$ cat config.mk
export PLATFORM = sky130hd
export DESIGN_NAME = button_step_ctrl
export DESIGN_NICKNAME = d
export VERILOG_FILES = /design/src/rtl/button_step_ctrl.sv
export SDC_FILE = /design/constraint.sdc
export NUM_CORES = 1
export LEC_CHECK = 0
export ABC_AREA = 1
export CAP_MARGIN = 10
export CORE_MARGIN = 2
export CORE_UTILIZATION = 48
export CTS_CLUSTER_DIAMETER = 100
export DETAILED_ROUTE_END_ITERATION = 6
export GPL_ROUTABILITY_DRIVEN = 0
export PLACE_DENSITY_LB_ADDON = 0.1
export SLEW_MARGIN = 25
export SYNTH_ARGS = -nofsm -noshare
export SYNTH_HDL_FRONTEND = slang
export SYNTH_SLANG_ARGS = --single-unit
$ cat constraint.sdc
create_clock -name clk -period 2.1 [get_ports clk]
set_input_delay 0.525 -clock clk [delete_from_list [all_inputs] [get_ports clk]]
set_output_delay 0.525 -clock clk [all_outputs]
set_load 0.01 [all_outputs]
$ cat src/rtl/button_step_ctrl.sv
// Push-button front end for the LED counter: synchronise, debounce, step once per
// press, auto-repeat on a long hold, and gate steps against clear and saturation.
module button_step_ctrl #(
  parameter int DEBOUNCE_CYCLES = 500000,
  parameter int HOLD_CYCLES     = 25000000,
  parameter int REPEAT_CYCLES   = 5000000,
  parameter bit WRAP            = 1'b0
) (
  input  logic       clk,
  input  logic       rst_n,
  input  logic       button,
  input  logic       dir_up,
  input  logic       clr_req,
  input  logic [7:0] cnt_val,
  output logic       cnt_inc,
  output logic       cnt_dec,
  output logic       cnt_clr,
  output logic       limit_hit,
  output logic       busy
);

  localparam int MAX_DH = (DEBOUNCE_CYCLES > HOLD_CYCLES) ? DEBOUNCE_CYCLES : HOLD_CYCLES;
  localparam int MAX_T  = (MAX_DH > REPEAT_CYCLES) ? MAX_DH : REPEAT_CYCLES;
  localparam int TW     = $clog2(MAX_T + 1);

  localparam logic [TW-1:0] DB_LAST   = TW'(DEBOUNCE_CYCLES - 1);
  localparam logic [TW-1:0] HOLD_LAST = TW'(HOLD_CYCLES - 1);
  localparam logic [TW-1:0] REP_LAST  = TW'(REPEAT_CYCLES - 1);

  typedef enum logic [2:0] {
    IDLE,
    PRESS_DB,
    HELD,
    REPEAT,
    RELEASE_DB
  } state_t;

  state_t        state;
  logic [TW-1:0] timer;
  logic          sync1;
  logic          b_s;
  logic          fire;
  logic          suppress;

  // A step fires on the edge where the debounce/hold/repeat interval completes
  // with the button still down.
  assign fire = b_s && (((state == PRESS_DB) && (timer == DB_LAST)) ||
                        ((state == HELD)     && (timer == HOLD_LAST)) ||
                        ((state == REPEAT)   && (timer == REP_LAST)));

  assign suppress = !WRAP && (dir_up ? (cnt_val == 8'hFF) : (cnt_val == 8'h00));

  always_ff @(posedge clk or negedge rst_n) begin
    if (!rst_n) begin
      sync1 <= 1'b0;
      b_s   <= 1'b0;
    end else begin
      sync1 <= button;
      b_s   <= sync1;
    end
  end

  always_ff @(posedge clk or negedge rst_n) begin
    if (!rst_n) begin
      state     <= IDLE;
      timer     <= '0;
      cnt_inc   <= 1'b0;
      cnt_dec   <= 1'b0;
      cnt_clr   <= 1'b0;
      limit_hit <= 1'b0;
      busy      <= 1'b0;
    end else begin
      cnt_inc   <= 1'b0;
      cnt_dec   <= 1'b0;
      limit_hit <= 1'b0;
      cnt_clr   <= clr_req;

      // A clear on the same edge swallows the step; the FSM still advances.
      if (fire && !clr_req) begin
        if (suppress) begin
          limit_hit <= 1'b1;
        end else if (dir_up) begin
          cnt_inc <= 1'b1;
        end else begin
          cnt_dec <= 1'b1;
        end
      end

      timer <= timer + TW'(1);

      case (state)
        IDLE: begin
          if (b_s) begin
            state <= PRESS_DB;
            timer <= '0;
            busy  <= 1'b1;
          end
        end
        PRESS_DB: begin
          if (!b_s) begin
            state <= IDLE;
            timer <= '0;
            busy  <= 1'b0;
          end else if (timer == DB_LAST) begin
            state <= HELD;
            timer <= '0;
          end
        end
        HELD: begin
          if (!b_s) begin
            state <= RELEASE_DB;
            timer <= '0;
          end else if (timer == HOLD_LAST) begin
            state <= REPEAT;
            timer <= '0;
          end
        end
        REPEAT: begin
          if (!b_s) begin
            state <= RELEASE_DB;
            timer <= '0;
          end else if (timer == REP_LAST) begin
            timer <= '0;
          end
        end
        RELEASE_DB: begin
          // A bounce back high returns to HELD without issuing a step.
          if (b_s) begin
            state <= HELD;
            timer <= '0;
          end else if (timer == DB_LAST) begin
            state <= IDLE;
            timer <= '0;
            busy  <= 1'b0;
          end
        end
        default: begin
          state <= IDLE;
          timer <= '0;
          busy  <= 1'b0;
        end
      endcase
    end
  end

endmodule

==> impl_metrics.py <==
metrics = {
    "place": {
        "portBuffers": 17,
        "dp_hpwl_um": 3940,
    },
    "timing": {
        "setup_viol": 0,
        "fin_hold_ws_ns": 0.189,
        "slew_violations": 0,
        "grt_setup_unrepaired": "no",
        "worst_slew_pin_slew_ns": 0.385,
        "finClkSkew_ns": 0.00527,
        "tns_ns": 0,
        "fin_crit_sh_pct": 89.0,
        "maxClockFrequency_mhz": 535,
        "slew-limit-headroom_pct": 74.2,
        "finalHoldViolations": 0,
        "finalCriticalPeriod_ns": 1.87,
    },
    "route": {
        "post_drt_wl_per_cell_um": 13.5,
        "highest_layer": "met4",
        "wl_met3_um": 157,
        "wl_met2_um": 2330,
        "routed_wl_um": 5150,
        "wl_met1_um": 2580,
        "drtPass1Iterations": 4,
        "route.detailed.drc": 0,
        "drt_iter0_drc": 91,
        "vias": 1971,
        "viasPerCell": 5.17,
        "drt.antenna.violating_nets": 0,
    },
    "global_routing": {
        "track_usage_pct": 21.7,
        "grt_overflow": 0,
        "antenna_found_initial": 0,
        "grt_max_degree": 36,
        "grt_pass1_wl_um": 8960,
        "grt_pass1_vias": 1905,
    },
    "yosys": {
        "synth_cell_types": 30,
        "synth_area_leaders": "dfrtp_1 (38%), nand2_1 (11%), nor2_1 (8.0%)",
        "netlist.area_leader.share_pct": 38.1,
        "yosysTopAreaCell": "dfrtp_1",
        "syn_area_sq_um": 2300,
        "yosys_most_used_dff": "dfrtp_1",
        "synth-edff-count": 0,
        "yosysMostFrequentCell": "nand2_1",
        "syn_inst": 301,
        "syn_nets": 315,
        "synthArstFlopShare_pct": 100,
        "avgSynthCellArea_sq_um": 7.63,
        "synth_commonest_cells": "nand2_1 (65), nor2_1 (49), dfrtp_1 (35), inv_1 (26), a21oi_2 (20)",
        "ys_warn_count": 0,
        "seq_area_frac_synth_pct": 38.1,
        "ys_seq_elements": 35,
    },
    "die": {
        "std_cell_rows": 25,
        "io_pins": 18,
        "coreArea_sq_um": 4660,
        "start_util_pct": 49.3,
        "dieArea_sq_um": 5350,
        "die_y_um": 73.2,
        "die_w_um": 73.2,
    },
    "worst_setup_path": {
        "crit_fanout": 10,
        "critPathMaxStageDelay_ns": 0.42,
        "worstPathArrival_ns": 2.03,
        "critPathLaunch": "timer[0]",
        "required_ns": 2.26,
        "ff2ff_path_depth": 11,
        "reg2reg_slack_ns": 0.23,
        "worst-path-buf-inv": 2,
        "crit_type": "reg2reg",
        "critical-path-top-delay-family": "simple AND/OR/NAND/NOR gates",
        "cp_cell_sequence": "ha_1 > nand2_1 > nor2_4 > nand2_2 > nor2_4 > inv_2 > nor2_4 > nor2_2 > nor2_8 > buf_12 > a21oi_1",
        "worst-path-stages": 11,
        "cpMostUsedCell": "nor2_4",
        "critPathCaptureType": "register",
        "worstReg2RegStart": "timer[0]",
        "r2r-end": "timer[11]",
        "cp-start-kind": "register",
        "crit_slowest_cell": "dfrtp_1",
    },
    "final_layout": {
        "fill_cells": 416,
        "antenna_cells": 0,
        "drive_gt1_share_pct": 18.0,
        "regArea_sq_um": 876,
        "area_growth_pct": 17.0,
        "final_nets": 340,
        "multi_input_area_sq_um": 1250,
        "utilization_pct": 57.6,
    },
    "clocking": {
        "post_cts_buffers": 0,
        "hold_buffers": 0,
        "clockBufferDepth": 2,
        "cts_tree": "yes",
        "cts_root_buffer": "clkbuf_8",
        "cts.sinks": 35,
        "cts_resized": 0,
        "cts_max_level": 2,
        "cts-buffers-inserted": 5,
        "clk_latency_ns": 0.28,
        "path_clk_slew_ns": 0.07,
    },
    "pwr": {
        "p_leak_nw": 1.06,
        "ir_worst_vdd_uv": 489,
        "power.density_nw_per_um2": 753,
    },
    "outcome": {
        "outcome": "complete, no violations",
    },
    "hold_path": {
        "holdCritPathClass": "in2async",
    },
    "job": {
        "cap_violations": 0,
    },
}
cell type report:
cell class	count	share of cell area, %
Clock buffer	8	3.73
Timing Repair Buffer	23	10.2
Multi-Input combinational cell	230	46.7
Inverter	31	4.33
Tap cell	54	2.52
Sequential cell	35	32.6
worst reg2reg max path, delay by kind of cell, from the launching register on:
kind / cells / cell delay (ns)
compound gates: 1 / 0.06
flops: 1 / 0.42
buf+inv: 2 / 0.21
fa+ha+maj: 1 / 0.21
simple gates: 7 / 0.85
cell usage in the layout (no fill, tap or decap), types with 3 or more instances in the layout:
cell type / Yosys / routed
nand3_1: 17 / 17
nor2_2: 4 / 4
nand2_1: 65 / 65
nor2_1: 49 / 49
buf_12: 0 / 5
a21oi_2: 20 / 20
nand4_1: 9 / 9
inv_2: 4 / 4
nor3_1: 11 / 11
o21ai_0: 7 / 7
dfrtp_1: 35 / 35
nand2_2: 9 / 9
nor4_1: 3 / 3
nor2_4: 3 / 3
clkbuf_8: 0 / 7
a21oi_1: 4 / 4
inv_1: 26 / 26
clkdlybuf4s50_1: 0 / 16
xor2_1: 16 / 16
flip-flops by register name (all words and copies together), names as in the netlist:
| register | count |
|---|---|
| state | 3 |
| cnt_inc | 1 |
| cnt_clr | 1 |
| sync1 | 1 |
| cnt_dec | 1 |
| limit_hit | 1 |
| b_s | 1 |
| timer | 25 |
| busy | 1 |
routing by layer:
metal	track usage (%)	vias up
li1	-	1021
met1	32.0	912
met2	31.3	30
met3	4.42	8
met4	7.82	0
met5	0	-
kinds of logic after synthesis:
kind of cell,Yosys count,synth area share (%)
buffers and inverters,36,7.25
xor gates and xnor gates,18,6.87
and+or+nand+nor,177,36.2
AOI/OAI and AO/OA,34,11.0
DFF,35,38.1
adders and majority gates,1,0.545
how the worst max path moves through the flow:
stage,to,slack [ns]
final,timer[11],0.23
after global routing,timer[0],0.07
after CTS,timer[11],0.18
after detailed placement,timer[11],0.20
after global placement,timer[0],0.26
after floorplan,timer[6],0.45
report_power, final:
group          switching (mW)  total [mW]  leakage, nW  internal, mW
Sequential             0.0526       0.780        0.476         0.727
Combinational           0.414       0.714        0.531         0.300
Clock                   0.230       0.530       0.0515         0.299
Total                   0.697        2.02         1.06          1.33
per-stage QoR:
| step | cell area [sq um] | std cells | setup WS [ns] | power (mW) |
|---|---|---|---|---|
| CTS | 2660 | 379 | 0.179 | 1.99 |
| finish | 2690 | 381 | 0.230 | 2.02 |
| floorplan | 2300 | 301 | 0.453 | 1.25 |
| global route | 2690 | 381 | 0.0738 | 2.16 |
| global placement | 2560 | 371 | 0.256 | 1.44 |
| detailed placement | 2560 | 371 | 0.200 | 1.45 |
(Power assumes the default switching activity.)
